--- config.mk ---
export PLATFORM = sky130hd
export DESIGN_NAME = sentinel_seq_lock
export DESIGN_NICKNAME = d
export VERILOG_FILES = /design/src/rtl/sentinel_pkg.sv /design/src/rtl/sentinel_timer.sv /design/src/rtl/sentinel_seq_lock.sv
export SDC_FILE = /design/constraint.sdc
export NUM_CORES = 1
export LEC_CHECK = 0
export ABC_AREA = 1
export CAP_MARGIN = 10
export CORE_UTILIZATION = 40
export DETAILED_ROUTE_END_ITERATION = 10
export HOLD_SLACK_MARGIN = 0.15
export PLACE_DENSITY = 0.72
export SLEW_MARGIN = 25
export SYNTH_ARGS = -nofsm -noshare
export SYNTH_HDL_FRONTEND = slang
export SYNTH_SLANG_ARGS = --single-unit
--- constraint.sdc ---
create_clock -name clk -period 3.24 [get_ports clk]
set_clock_uncertainty 0.1 [all_clocks]
set_input_delay 0.648 -clock clk [delete_from_list [all_inputs] [get_ports clk]]
set_output_delay 0.648 -clock clk [all_outputs]
set_load 0.01 [all_outputs]
--- src/rtl/sentinel_pkg.sv ---
// sentinel_pkg: shared types and constants for the sentinel sequence lock.
//   state_t       - lock FSM states
//   ST_*          - status bus codes (COLLECT ors the matched-key count into the low nibble)
//   DEFAULT_KEYS  - factory key sequence, element 0 presented first
package sentinel_pkg;

  typedef enum logic [1:0] {IDLE, COLLECT, VERIFIED, LOCKOUT} state_t;

  localparam logic [7:0] ST_IDLE     = 8'h00;
  localparam logic [7:0] ST_COLLECT  = 8'hA0;
  localparam logic [7:0] ST_VERIFIED = 8'hC1;
  localparam logic [7:0] ST_LOCKOUT  = 8'hEE;

  localparam logic [3:0][7:0] DEFAULT_KEYS = {8'hE1, 8'h3C, 8'h5A, 8'hB6};

endpackage

--- src/rtl/sentinel_timer.sv ---
// sentinel_timer: loadable down-counter with a one-cycle expire pulse.
//   clk, rst  - clock, synchronous active-high reset
//   load      - (re)start the count at CYCLES
//   expire    - high during the last counted cycle, so a consumer acting on it
//               changes state exactly CYCLES edges after the load edge
module sentinel_timer #(
  parameter int CYCLES = 32
) (
  input  logic clk,
  input  logic rst,
  input  logic load,
  output logic expire
);
  localparam int CW = $clog2(CYCLES + 1);

  logic [CW-1:0] count;

  always_ff @(posedge clk) begin
    if (rst)                 count <= '0;
    else if (load)           count <= CW'(CYCLES);
    else if (count != '0)    count <= count - 1'b1;
  end

  assign expire = (count == CW'(1));

endmodule

--- src/rtl/sentinel_seq_lock.sv ---
// sentinel_seq_lock: multi-key sequence authenticator with failure counting,
// timed lockout and inter-key timeout.
//   clk, rst                       - clock, synchronous active-high reset
//   key_in, key_valid              - strobed candidate key
//   relock                         - leave VERIFIED
//   prog_we, prog_idx, prog_data   - runtime key write (VERIFIED only)
//   status                         - 00 idle, A<n> collecting, C1 verified, EE lockout
//   verified, locked_out           - state flags
//   fail_count, seq_pos            - consecutive failures, keys matched so far
// Optional feature: define SENTINEL_KEY_PROG_EN to make the key store writable;
// otherwise the store is the constant KEYS and prog_* are ignored.
module sentinel_seq_lock
  import sentinel_pkg::*;
#(
  parameter int KEY_W          = 8,
  parameter int SEQ_LEN        = 4,
  parameter int MAX_FAIL       = 3,
  parameter int LOCKOUT_CYCLES = 64,
  parameter int TIMEOUT_CYCLES = 32,
  parameter logic [SEQ_LEN-1:0][KEY_W-1:0] KEYS = DEFAULT_KEYS,
  localparam int IDX_W = (SEQ_LEN > 1) ? $clog2(SEQ_LEN) : 1
) (
  input  logic             clk,
  input  logic             rst,
  input  logic [KEY_W-1:0] key_in,
  input  logic             key_valid,
  input  logic             relock,
  input  logic             prog_we,
  input  logic [IDX_W-1:0] prog_idx,
  input  logic [KEY_W-1:0] prog_data,
  output logic [7:0]       status,
  output logic             verified,
  output logic             locked_out,
  output logic [3:0]       fail_count,
  output logic [3:0]       seq_pos
);

  state_t state;
  logic [SEQ_LEN-1:0][KEY_W-1:0] keys;

  logic hunting, key_hit, last, accept, fail_ev, lock_ev;
  logic to_expire, lo_expire;
  logic [3:0] fail_next;

  // ---------------- key store ----------------
`ifdef SENTINEL_KEY_PROG_EN
  always_ff @(posedge clk) begin
    if (rst)
      keys <= KEYS;
    else if (prog_we && state == VERIFIED && 32'(prog_idx) < SEQ_LEN)
      keys[prog_idx] <= prog_data;
  end
`else
  logic unused_prog;
  assign keys        = KEYS;
  assign unused_prog = ^{prog_we, prog_idx, prog_data};
`endif

  // ---------------- key evaluation ----------------
  always_comb begin
    hunting   = (state == IDLE) || (state == COLLECT);
    key_hit   = (key_in == keys[seq_pos[IDX_W-1:0]]);
    last      = (seq_pos == 4'(SEQ_LEN - 1));
    fail_next = (fail_count == 4'hF) ? 4'hF : fail_count + 4'd1;
    accept    = hunting && key_valid && key_hit && !last;
    fail_ev   = hunting && key_valid && !key_hit;
    lock_ev   = fail_ev && (fail_next == 4'(MAX_FAIL));
  end

  // Timeout restarts on every accepted non-final key (including entry to COLLECT).
  sentinel_timer #(.CYCLES(TIMEOUT_CYCLES)) u_timeout (
    .clk(clk), .rst(rst), .load(accept), .expire(to_expire)
  );

  sentinel_timer #(.CYCLES(LOCKOUT_CYCLES)) u_lockout (
    .clk(clk), .rst(rst), .load(lock_ev), .expire(lo_expire)
  );

  // ---------------- FSM with registered outputs ----------------
  always_ff @(posedge clk) begin
    if (rst) begin
      state      <= IDLE;
      seq_pos    <= '0;
      fail_count <= '0;
      status     <= ST_IDLE;
      verified   <= 1'b0;
      locked_out <= 1'b0;
    end else begin
      unique case (state)
        IDLE, COLLECT: begin
          // A strobe always wins over a timeout expiring on the same cycle.
          if (key_valid && key_hit) begin
            if (last) begin
              state      <= VERIFIED;
              seq_pos    <= '0;
              fail_count <= '0;
              status     <= ST_VERIFIED;
              verified   <= 1'b1;
            end else begin
              state   <= COLLECT;
              seq_pos <= seq_pos + 4'd1;
              status  <= {ST_COLLECT[7:4], seq_pos + 4'd1};
            end
          end else if (key_valid) begin
            fail_count <= fail_next;
            seq_pos    <= '0;
            if (lock_ev) begin
              state      <= LOCKOUT;
              status     <= ST_LOCKOUT;
              locked_out <= 1'b1;
            end else begin
              state  <= IDLE;
              status <= ST_IDLE;
            end
          end else if (state == COLLECT && to_expire) begin
            state   <= IDLE;
            seq_pos <= '0;
            status  <= ST_IDLE;
          end
        end
        VERIFIED: begin
          if (relock) begin
            state    <= IDLE;
            status   <= ST_IDLE;
            verified <= 1'b0;
          end
        end
        LOCKOUT: begin
          if (lo_expire) begin
            state      <= IDLE;
            fail_count <= '0;
            status     <= ST_IDLE;
            locked_out <= 1'b0;
          end
        end
        default: state <= IDLE;
      endcase
    end
  end

endmodule
# Word-level counts from Yosys, hierarchy flattened
# Index checks and enable logic that the tools add are counted.
[totals] ff_bits=33 latchBits=0 ram_bits=0 mem_bits_ro=0 in_bits=23 out_inout_bits=18 wordCells=101 n_memories=0
[classes] add_sub_neg=4 mul=0 div=0 order_cmp=1 n_eq_ne=19 shift=0 n_mux=41 bitwise=0 n_reduce_logical=26
[ops] op="8-bit 2-to-1 mux" n=7
[ops] op="4-bit 2-to-1 mux" n=9
[ops] op="8-bit one-hot mux with 3 select lines" n=1
[ops] op="7-bit 2-to-1 mux" n=3
[ops] op="8-bit binary-select mux with 2-bit select" n=1
[ops] op="2-bit 2-to-1 mux" n=7
[ops] op="2-bit inequality test (second input constant)" n=7
[ops] op="6-bit 2-to-1 mux" n=2
[ops] op="4-bit by 1-bit adder with 4-bit output (second input constant)" n=2
[ops] op="4-bit by 2-bit equality test with 1-bit output (second input constant)" n=2
[ops] op="8-bit equality test" n=1
[ops] op="4-bit one-hot mux with 2 select lines" n=1
[ops] op="4-bit AND reduction" n=2
[ops] op="2-bit nonzero test" n=4
[ops] op="7-bit by 1-bit equality test with 1-bit output (second input constant)" n=1
[ops] op="1-bit logical AND" n=7
[ops] op="1-bit 2-to-1 mux" n=7
[ops] op="7-bit nonzero test" n=1
[ops] op="7-bit by 1-bit subtractor with 7-bit output (second input constant)" n=1
[ops] op="6-bit by 1-bit equality test with 1-bit output (second input constant)" n=1
[ops] op="3-bit inequality test (second input constant)" n=2
[ops] op="2-bit one-hot mux with 3 select lines" n=1
[ops] op="6-bit nonzero test" n=1
[ops] op="2-bit OR reduction" n=3
[ops] op="other kinds (14)" n=17

# Longest topological paths before layout
# Gate-level depths: netlist of run 1.
[depth] ltp_word=10 ltp_mapped=12 depth_no_buf=12

# Hierarchy
# Synthesis of run 1 repeated with hierarchy kept, for this count alone.
[unflattened] cells_unflattened=297 area_unflattened_um2=2020.7
[by_module_without_submodules] mod="sentinel_seq_lock" instances=1 cells_per_inst=201 area_each_um2=1302.5 seq_area_each_um2=340.3
[by_module_without_submodules] mod="sentinel_timer (u_lockout)" instances=1 cells_per_inst=54 area_each_um2=392.9 seq_area_each_um2=140.1
[by_module_without_submodules] mod="sentinel_timer (u_timeout)" instances=1 cells_per_inst=42 area_each_um2=325.3 seq_area_each_um2=120.1

# Worst setup path after synthesis of run 1
# Ideal clock, no wire load.
[synth_timing] path_type="register to register" start="reg seq_pos[1]" end="reg seq_pos[3]" setup_ps=70 arrival_ps=1703 required_ps=3070 path_slack_ps=1368 path_stages_with_launch=10 period_less_slack_ps=1872 cell_sequence="dfxtp_1 -> inv_2 -> ha_1 -> inv_2 -> nand2_4 -> nand2_4 -> nor2_8 -> nand3_4 -> or2_0 -> a21oi_1"
[synth_via] elab_chain_len=6
[synth_lines] element="start, declared" line_no="sentinel_seq_lock.sv:35" rtl="output logic [3:0] seq_pos"
[synth_lines] element="start signal, assigned" line_no="sentinel_seq_lock.sv:101" rtl="seq_pos <= seq_pos + 4'd1;"
[synth_lines] element="8-bit binary-select mux with 2-bit select" line_no="sentinel_seq_lock.sv:62" rtl="key_hit = (key_in == keys[seq_pos[IDX_W-1:0]]);"
[synth_lines] element="8-bit 2-to-1 mux (not written as such)" line_no="sentinel_seq_lock.sv:62"
[synth_lines] element="8-bit equality test" line_no="sentinel_seq_lock.sv:62"
[synth_lines] element="1-bit logical AND" line_no="sentinel_seq_lock.sv:92" rtl="if (key_valid && key_hit) begin"
[synth_lines] element="3-bit nonzero test (no source line)"
[synth_lines] element="2-bit AND reduction (no source line)"
# Several ways; a longest one is shown, not always the timed one. The select of a mux whose other input is x is not followed.
# A chain may end at the register's enable or synchronous reset.

# Worst setup path in the final report of run 1
[layout_timing] start="in key_valid" end="reg status[3]"
[layout_via] elab_chain_len=7
[layout_lines] element="start, declared" line_no="sentinel_seq_lock.sv:26" rtl="input logic key_valid,"
[layout_lines] element="1-bit logical AND (2 in series)" line_no="sentinel_seq_lock.sv:66" rtl="fail_ev = hunting && key_valid && !key_hit;"
[layout_lines] element="1-bit logical AND" line_no="sentinel_seq_lock.sv:67" rtl="lock_ev = fail_ev && (fail_next == 4'(MAX_FAIL));"
[layout_lines] element="8-bit 2-to-1 mux" line_no="sentinel_seq_lock.sv:107" rtl="if (lock_ev) begin"
[layout_lines] element="8-bit 2-to-1 mux" line_no="sentinel_seq_lock.sv:104" rtl="end else if (key_valid) begin"
[layout_lines] element="8-bit 2-to-1 mux" line_no="sentinel_seq_lock.sv:92"
[layout_lines] element="8-bit one-hot mux with 3 select lines" line_no="sentinel_seq_lock.sv:89" rtl="unique case (state)"
[layout_lines] element="end signal, assigned" line_no="sentinel_seq_lock.sv:102" rtl="status <= {ST_COLLECT[7:4], seq_pos + 4'd1};"
[layout_lines] element="end, declared" line_no="sentinel_seq_lock.sv:31" rtl="output logic [7:0] status,"
# Several ways; a longest one is shown, not always the timed one.

==> summary.md, run 1 <==
| Metric | Value |
|---|---|
| Status | finished, final reports clean |
| Path type of the worst setup path | primary input to flip-flop |
| Tot Pwr | 1410 µW |
| Fill count | about 520 |
| Slowest cell on the critical path | clkdlybuf4s50_1 |
| Post-Synth XOR/XNOR Area | 0.03002 |
| Crit. End Element | flip-flop |
| Clk root buf | clkbuf_8 |
| Combinational group share of total power | 0.386 |
| Vias | 1,908 |
| Die Height | 73.45 µm |
| Crit path launch type | primary input |
| Mean routed wirelength per cell | 10.68 µm |
| Largest area contributor in the netlist | dfxtp_1 |
| Gr ovfl total | 0 |
| TritonCTS Buffers | 5 |
| Internal power | 902.9 µW |
| CTS-repair resized insts | 0 |
| RSZ-0062 raised after global routing | no |
| First-pass GRT wire length | 7438 µm |
| HPWL after DPL | 3292 µm |
| Worst path bufs/invs | 1 |
| Placed Cells | approximately 390 |
| Clk_lat worst skew | between 200 and 300 ps |
| Max cap viols | 0 |
| Fin. max-slew vios | 0 |
| Final hold vios | 0 |
| Synth area leaders | dfxtp_1, nand2_1, a21oi_1 |
| PwrDens | 564.8 mW/mm² |
| Die area | 0.005395 mm² |
| Synthesized Nets | 334 |
| IO Pins | 41 |
| DRC viols | 0 |
| Hold Buf Count CTS | 0 |
| Vias in the first global route | 1,774 |
| Worst vdd ir | 0.2864 mV |
| Fmax | 446.1 MHz |
| Top-count cell post-synth | nand2_1 |
| Non-filler instance count after layout | 400 |
| Post-synth EDFFs | 0 |
| Family with the most delay on the worst path | buffers and inverters |
| Final setup violation count | 0 |
| Synth top cells by count | nand2_1, dfxtp_1, nor2_1 |
| Clk buf depth | 2 |
| Final RePlAce weighted congestion | 0.7762 |
| Slew HR | 0.6594 |
| Worst Path Max Fanout | 11 |
| Final ANT Viol Nets | 0 |
| Switching share of total power | 0.3595 |
| Clock Power Share | 0.253 |
| Post-synthesis sequential area ratio | 0.2941 |
| Synth-to-Final Area Change | 22.24% |
| Synth unique cells | 36 |
| Largest stage delay on the critical path | approximately 790 ps |
| Ratio of cells with drive above 1 in the final layout | 0.1231 |
| TritonCTS clock tree | built |
| Post-synthesis adder-cell area fraction | 0.06127 |
| Mux contribution to synthesized area | 0 |
| Pin count of the biggest net entering global routing | 17 |
| Die width | 73.45 µm |
| Top FF cell, synth | dfxtp_1 |
| Clk sinks | 30 |
| Worst path arrival time | 2360 ps |
| CP Cell Sequence | clkdlybuf4s50_1, nand3_1, a21oi_1, nand2_1, nor2_1, nand2_4, nand2_4, nand3_1, a21oi_1 |
| Simple-Gate Fraction of Synth Area | 0.4424 |
| # rows | 25 |
| Post-synth ARST share | 0 |
| Syn avg cell area | between 6 and 7 µm² |
| Detailed-route wire length | approximately 4300 µm |
| Inserted Diodes | 0 |
| DR pass1 iterations | 4 |
| Iter 0 DRT Violations | 76 |
| CP required | roughly 3400 ps |
| NumNets Final | 365 |
| Initial Util | 0.4239 |
| Synth warn | 0 |
| Core box area | 0.004817 mm² |
| Hold Crit Class | flip-flop to flip-flop |
| Setup TNS | 0 ps |
| Share of the synthesized area in the top cell type | 0.2941 |
| PortBufs | 28 |
| Final worst path period share | 0.6918 |
| H-tree depth | 2 |
| FF+latch count, synth | 30 |
| Synthesized netlist cell count | 301 |
| PnR worst setup slack | between 900 and 1000 ps |
| Flop pwr share | 0.361 |
| Fin crit period | 2242 ps |
| # Post-CTS Setup Buffers | 0 |
| Largest family of logic cells by synthesized area | simple AND/OR/NAND/NOR gates |
| Worst-margin pin slew | 509.3 ps |
| Mapped Area | 0.002042 mm² |
| Initial antenna violation count | 0 |
| Clock-pin transition on the worst setup and hold timing paths | 70 ps |
| Vias per inst | 4.770 |
| Pleak | 0.001126 µW |
| Tot GR Track Use | 0.1788 |
| Sw Pwr | 506.8 µW |
| Worst slack, placed | 718.6 ps |
| Synth Area in Compound Gates | 0.09252 |
[worst paths after layout]
| path | startpoint | end | slack, ps | depth (start not counted) |
|---|---|---|---|---|
| max | key_valid | status[3] | 1000 | 9 |
| min | locked_out | locked_out | 360 | 2 |
| max reg2reg | seq_pos[1] | fail_count[2] | 1130 | 10 |
| min reg2reg | locked_out | locked_out | 360 | 2 |
[layer usage]
layer	wire length (µm)	track usage	part of all wire
met1	2039	0.2183	0.48
met2	2032	0.2987	0.48
met3	137	0.03978	0.032
met4	63	0.08120	0.015
met5	0	0	0
[layout make-up]
type	instances	area [µm²]	share of cell area
multi-input cells	231	1282	0.5138
flip-flops and latches	30	600.6	0.2406
repair buffers	29	287.8	0.1153
inverters	35	131.4	0.05263
clock buffers	8	110.1	0.04411
well taps	67	83.83	0.03358
[layout by cell type, fill, tap and decap left out, types with 2 or more instances in the layout]
cell and count:
xor2_1 3, nand2_4 7, nand2_2 4, dfxtp_1 30, nor2_1 30, clkbuf_8 8, inv_1 28, or2_2 4
o21ai_0 3, nand3_2 3, ha_1 10, a21oi_1 26, clkdlybuf4s50_1 28, xnor2_1 4, inv_2 6, nor3_1 3
nand4_1 9, nor2_8 2, nand2_1 95, nand3_1 15
[registers in the layout, indices dropped and copies added (netlist names)]
register / cells
fail_count: 4
locked_out: 1
seq_pos: 4
state: 1
status: 6
u_lockout.count: 7
u_timeout.count: 6
verified: 1
[kinds of logic (layout without fill, tap and decap cells)]
family / count (synthesis) / count (layout)
compound gates: 34 / 34
fa+ha+maj: 10 / 10
simple gates: 179 / 179
flops: 30 / 30
other cells: 1 / 1
xor+xnor: 7 / 7
buf+inv: 40 / 72
[power groups by stage]
stage,registers (µW),clock network (µW),logic (µW)
floorplan,508,0,436
global placement,515,0,537
detailed placement,517,0,549
CTS,509,365,552
global route,519,384,630
finish,509,357,544
[through the flow]
| stage | hold WS, ps | util | cell area [µm²] |
|---|---|---|---|
| final | 356.1 | 0.5182 | 2496 |
| after global routing | 378.3 | 0.5182 | 2496 |
| after detailed placement | 354.2 | 0.4953 | 2386 |
| after global placement | 347.6 | 0.4953 | 2386 |
| after CTS | 363.7 | 0.5182 | 2496 |
| after floorplan | 342.9 | - | 2042 |
[worst reg2reg max path, cell delays in order (launching register included)]
cell     delay, ps
dfxtp_1        490
inv_2          100
ha_1           390
inv_2          100
nand2_4         80
nand2_4         60
nor2_8         180
nand4_4        170
nand2_2        160
nand2_1         70
a21oi_1        140
Note: power is estimated with default switching activity, not from simulation.
==> run 2, diff against run 1 <==
==> constraint.sdc (replaced) <==
create_clock -name clk -period 2.3 [get_ports clk]
set_clock_uncertainty 0.1 [all_clocks]
set_input_delay 0.46 -clock clk [delete_from_list [all_inputs] [get_ports clk]]
set_output_delay 0.46 -clock clk [all_outputs]
set_load 0.01 [all_outputs]
==> summary.md, run 2 (synthesized netlist as in run 1, its figures left out) <==
| Metric | Value |
|---|---|
| RSZ-0062 raised after global routing | no |
| Final worst path period share | 0.8460 |
| PortBufs | 28 (unchanged) |
| Final RePlAce weighted congestion | 0.7926 (+2.1%) |
| Fill count | 516 (-1.1%) |
| First-pass GRT wire length | 7452 µm (+0.19%) |
| Fin crit period | 1946 ps |
| Reg2reg setup slack | 410 ps (-720 ps) |
| WHS Path Cells | 2 (unchanged) |
| Vias | 1,902 (-0.31%) |
| Fin. max-slew vios | 0 (unchanged) |
| Synth-to-Final Area Change | 22.43% |
| Pleak | 0.001132 µW (+0.57%) |
| CP required | 1740 ps (-1620 ps) |
| Mean routed wirelength per cell | 10.58 µm (-0.91%) |
| Crit. End Element | output port |
| Fmax | 513.9 MHz |
| Most frequent cells in the layout | nand2_1, nor2_1, dfxtp_1 |
| Die width | 73.45 µm (unchanged) |
| Core box area | 0.004817 mm² (unchanged) |
| Hold Crit Class | flip-flop to flip-flop |
| H-tree depth | 2 (unchanged) |
| Final hold vios | 0 (unchanged) |
| Clk sinks | 30 (unchanged) |
| Clk_lat worst skew | 280 ps (about the same) |
| Pin count of the biggest net entering global routing | 16 (-1) |
| Gr ovfl total | 0 (unchanged) |
| Final ANT Viol Nets | 0 (unchanged) |
| Clk root buf | clkbuf_8 |
| Crit path launch type | flip-flop |
| Vias per inst | 4.720 (-1.1%) |
| Initial Util | 0.4239 (unchanged) |
| Largest stage delay on the critical path | 540 ps (-250 ps) |
| Hold Buf Count CTS | 0 (unchanged) |
| Vias in the first global route | 1,772 (-0.11%) |
| Status | finished, final reports clean |
| CTS-repair resized insts | 0 (unchanged) |
| Die area | 0.005395 mm² (unchanged) |
| NumNets Final | 368 (+0.82%) |
| Setup TNS | 0 ps (unchanged) |
| Worst path arrival time | 1390 ps (-970 ps) |
| Tot Pwr | 1930 µW (+37%) |
| Hold_sp | locked_out |
| Ratio of cells with drive above 1 in the final layout | 0.1280 (+0.004853) |
| Hold path endpoint | locked_out |
| Worst Path Max Fanout | 7 (-4) |
| Worst path bufs/invs | 2 (+1) |
| Die Height | 73.45 µm (unchanged) |
| Multi-input logic area | 0.001282 mm² (unchanged) |
| Iter 0 DRT Violations | 64 (-16%) |
| R2r worst-path depth | 11 (+1) |
| Path type of the worst setup path | flip-flop to output port |
| Slowest cell on the critical path | clkdlybuf4s50_1 |
| CP Cell Sequence | buf_4, clkdlybuf4s50_1 |
| Reg-to-reg critical path startpoint | seq_pos[1] |
| # rows | 25 (unchanged) |
| Worst vdd ir | 0.4113 mV (+44%) |
| Worst flop-to-flop path endpoint | fail_count[0] |
| Commonest non-fill, non-tap cell in the layout | nand2_1 |
| PwrDens | 772.2 mW/mm² (+37%) |
| HPWL after DPL | 3263 µm (-0.86%) |
| Max FFs per register | 7 (unchanged) |
| Family with the most delay on the worst path | buffers and inverters |
| Register area | 600.6 µm² (unchanged) |
| Tot GR Track Use | 0.1797 (+0.0009687) |
| DRC viols | 0 (unchanged) |
| Max cap viols | 0 (unchanged) |
| Inserted Diodes | 0 (unchanged) |
| TritonCTS clock tree | built |
| # Post-CTS Setup Buffers | 0 (unchanged) |
| IO Pins | 41 (unchanged) |
| TritonCTS Buffers | 5 (unchanged) |
| Clk buf depth | 2 (unchanged) |
| Initial antenna violation count | 0 (unchanged) |
| DR pass1 iterations | 5 (+1) |
| Clock-pin transition on the worst setup and hold timing paths | 60 ps (about the same) |
| Most flops, register | u_lockout.count |
| Detailed-route wire length | 4265 µm (-0.16%) |
| Top Registers | u_lockout.count (7), status (6), u_timeout.count (6) |
| Final setup violation count | 0 (unchanged) |
-- run 2: changes by cell type in the layout (fill, tap and decap cells not counted) --
cell and change:
buf_4 +3, clkbuf_8 -2, clkbuf_1 +1, clkinv_2 +1
-- run 2: how the worst max path moves through the flow --
stage                               end  slack [ps]  startpoint  cells after the start
after floorplan              seq_pos[3]         430  seq_pos[1]                      9
after global placement    fail_count[2]         160   key_in[3]                      9
after detailed placement  fail_count[0]         160   key_in[3]                     10
after CTS                    seq_pos[0]         340  seq_pos[0]                      2
after global routing      fail_count[1]         270  seq_pos[1]                     10
final                        seq_pos[0]         350  seq_pos[0]                      2
-- run 2: power breakdown --
part	switching (µW)	internal, µW
sequential	90.5	628
clock	197	241
combinational	428	345
total	716	1210
-- run 2: worst reg2reg max path: cells and delay by family, from the launching register on --
kind / cells / cell delay (ps)
adders and majority gates: 1 / 380
DFF: 1 / 350
buffers and inverters: 2 / 150
and+or+nand+nor: 8 / 800
-- run 2: cell type report --
| class | count | share of cell area |
|---|---|---|
| multi-input combinational | 231 | 0.5130 |
| sequential | 30 | 0.2402 |
| timing repair buffer | 32 | 0.1241 |
| inverter | 35 | 0.05255 |
| clock buffer | 7 | 0.03453 |
| tap | 67 | 0.03353 |
| clock inverter | 1 | 0.002002 |
-- run 2: per-layer routing --
metal	track usage	part of all wire	up-vias
met4	0.08120	0.022	0
li1	-	-	1030
met2	0.2936	0.46	30
met1	0.2229	0.49	833
met3	0.04390	0.026	9
met5	0	0	-
-- run 2: stage by stage --
step	instances	worst slack, ps	hold WS (ps)	util	cell area (µm²)
after detailed placement	395	155.8	348.5	0.5000	2409
after global routing	403	266.2	395.9	0.5190	2500
after CTS	403	340.3	358.6	0.5190	2500
final	403	354.2	353.3	0.5190	2500
after floorplan	301	427.6	342.9	-	2042
after global placement	395	155.0	340.5	0.5000	2409
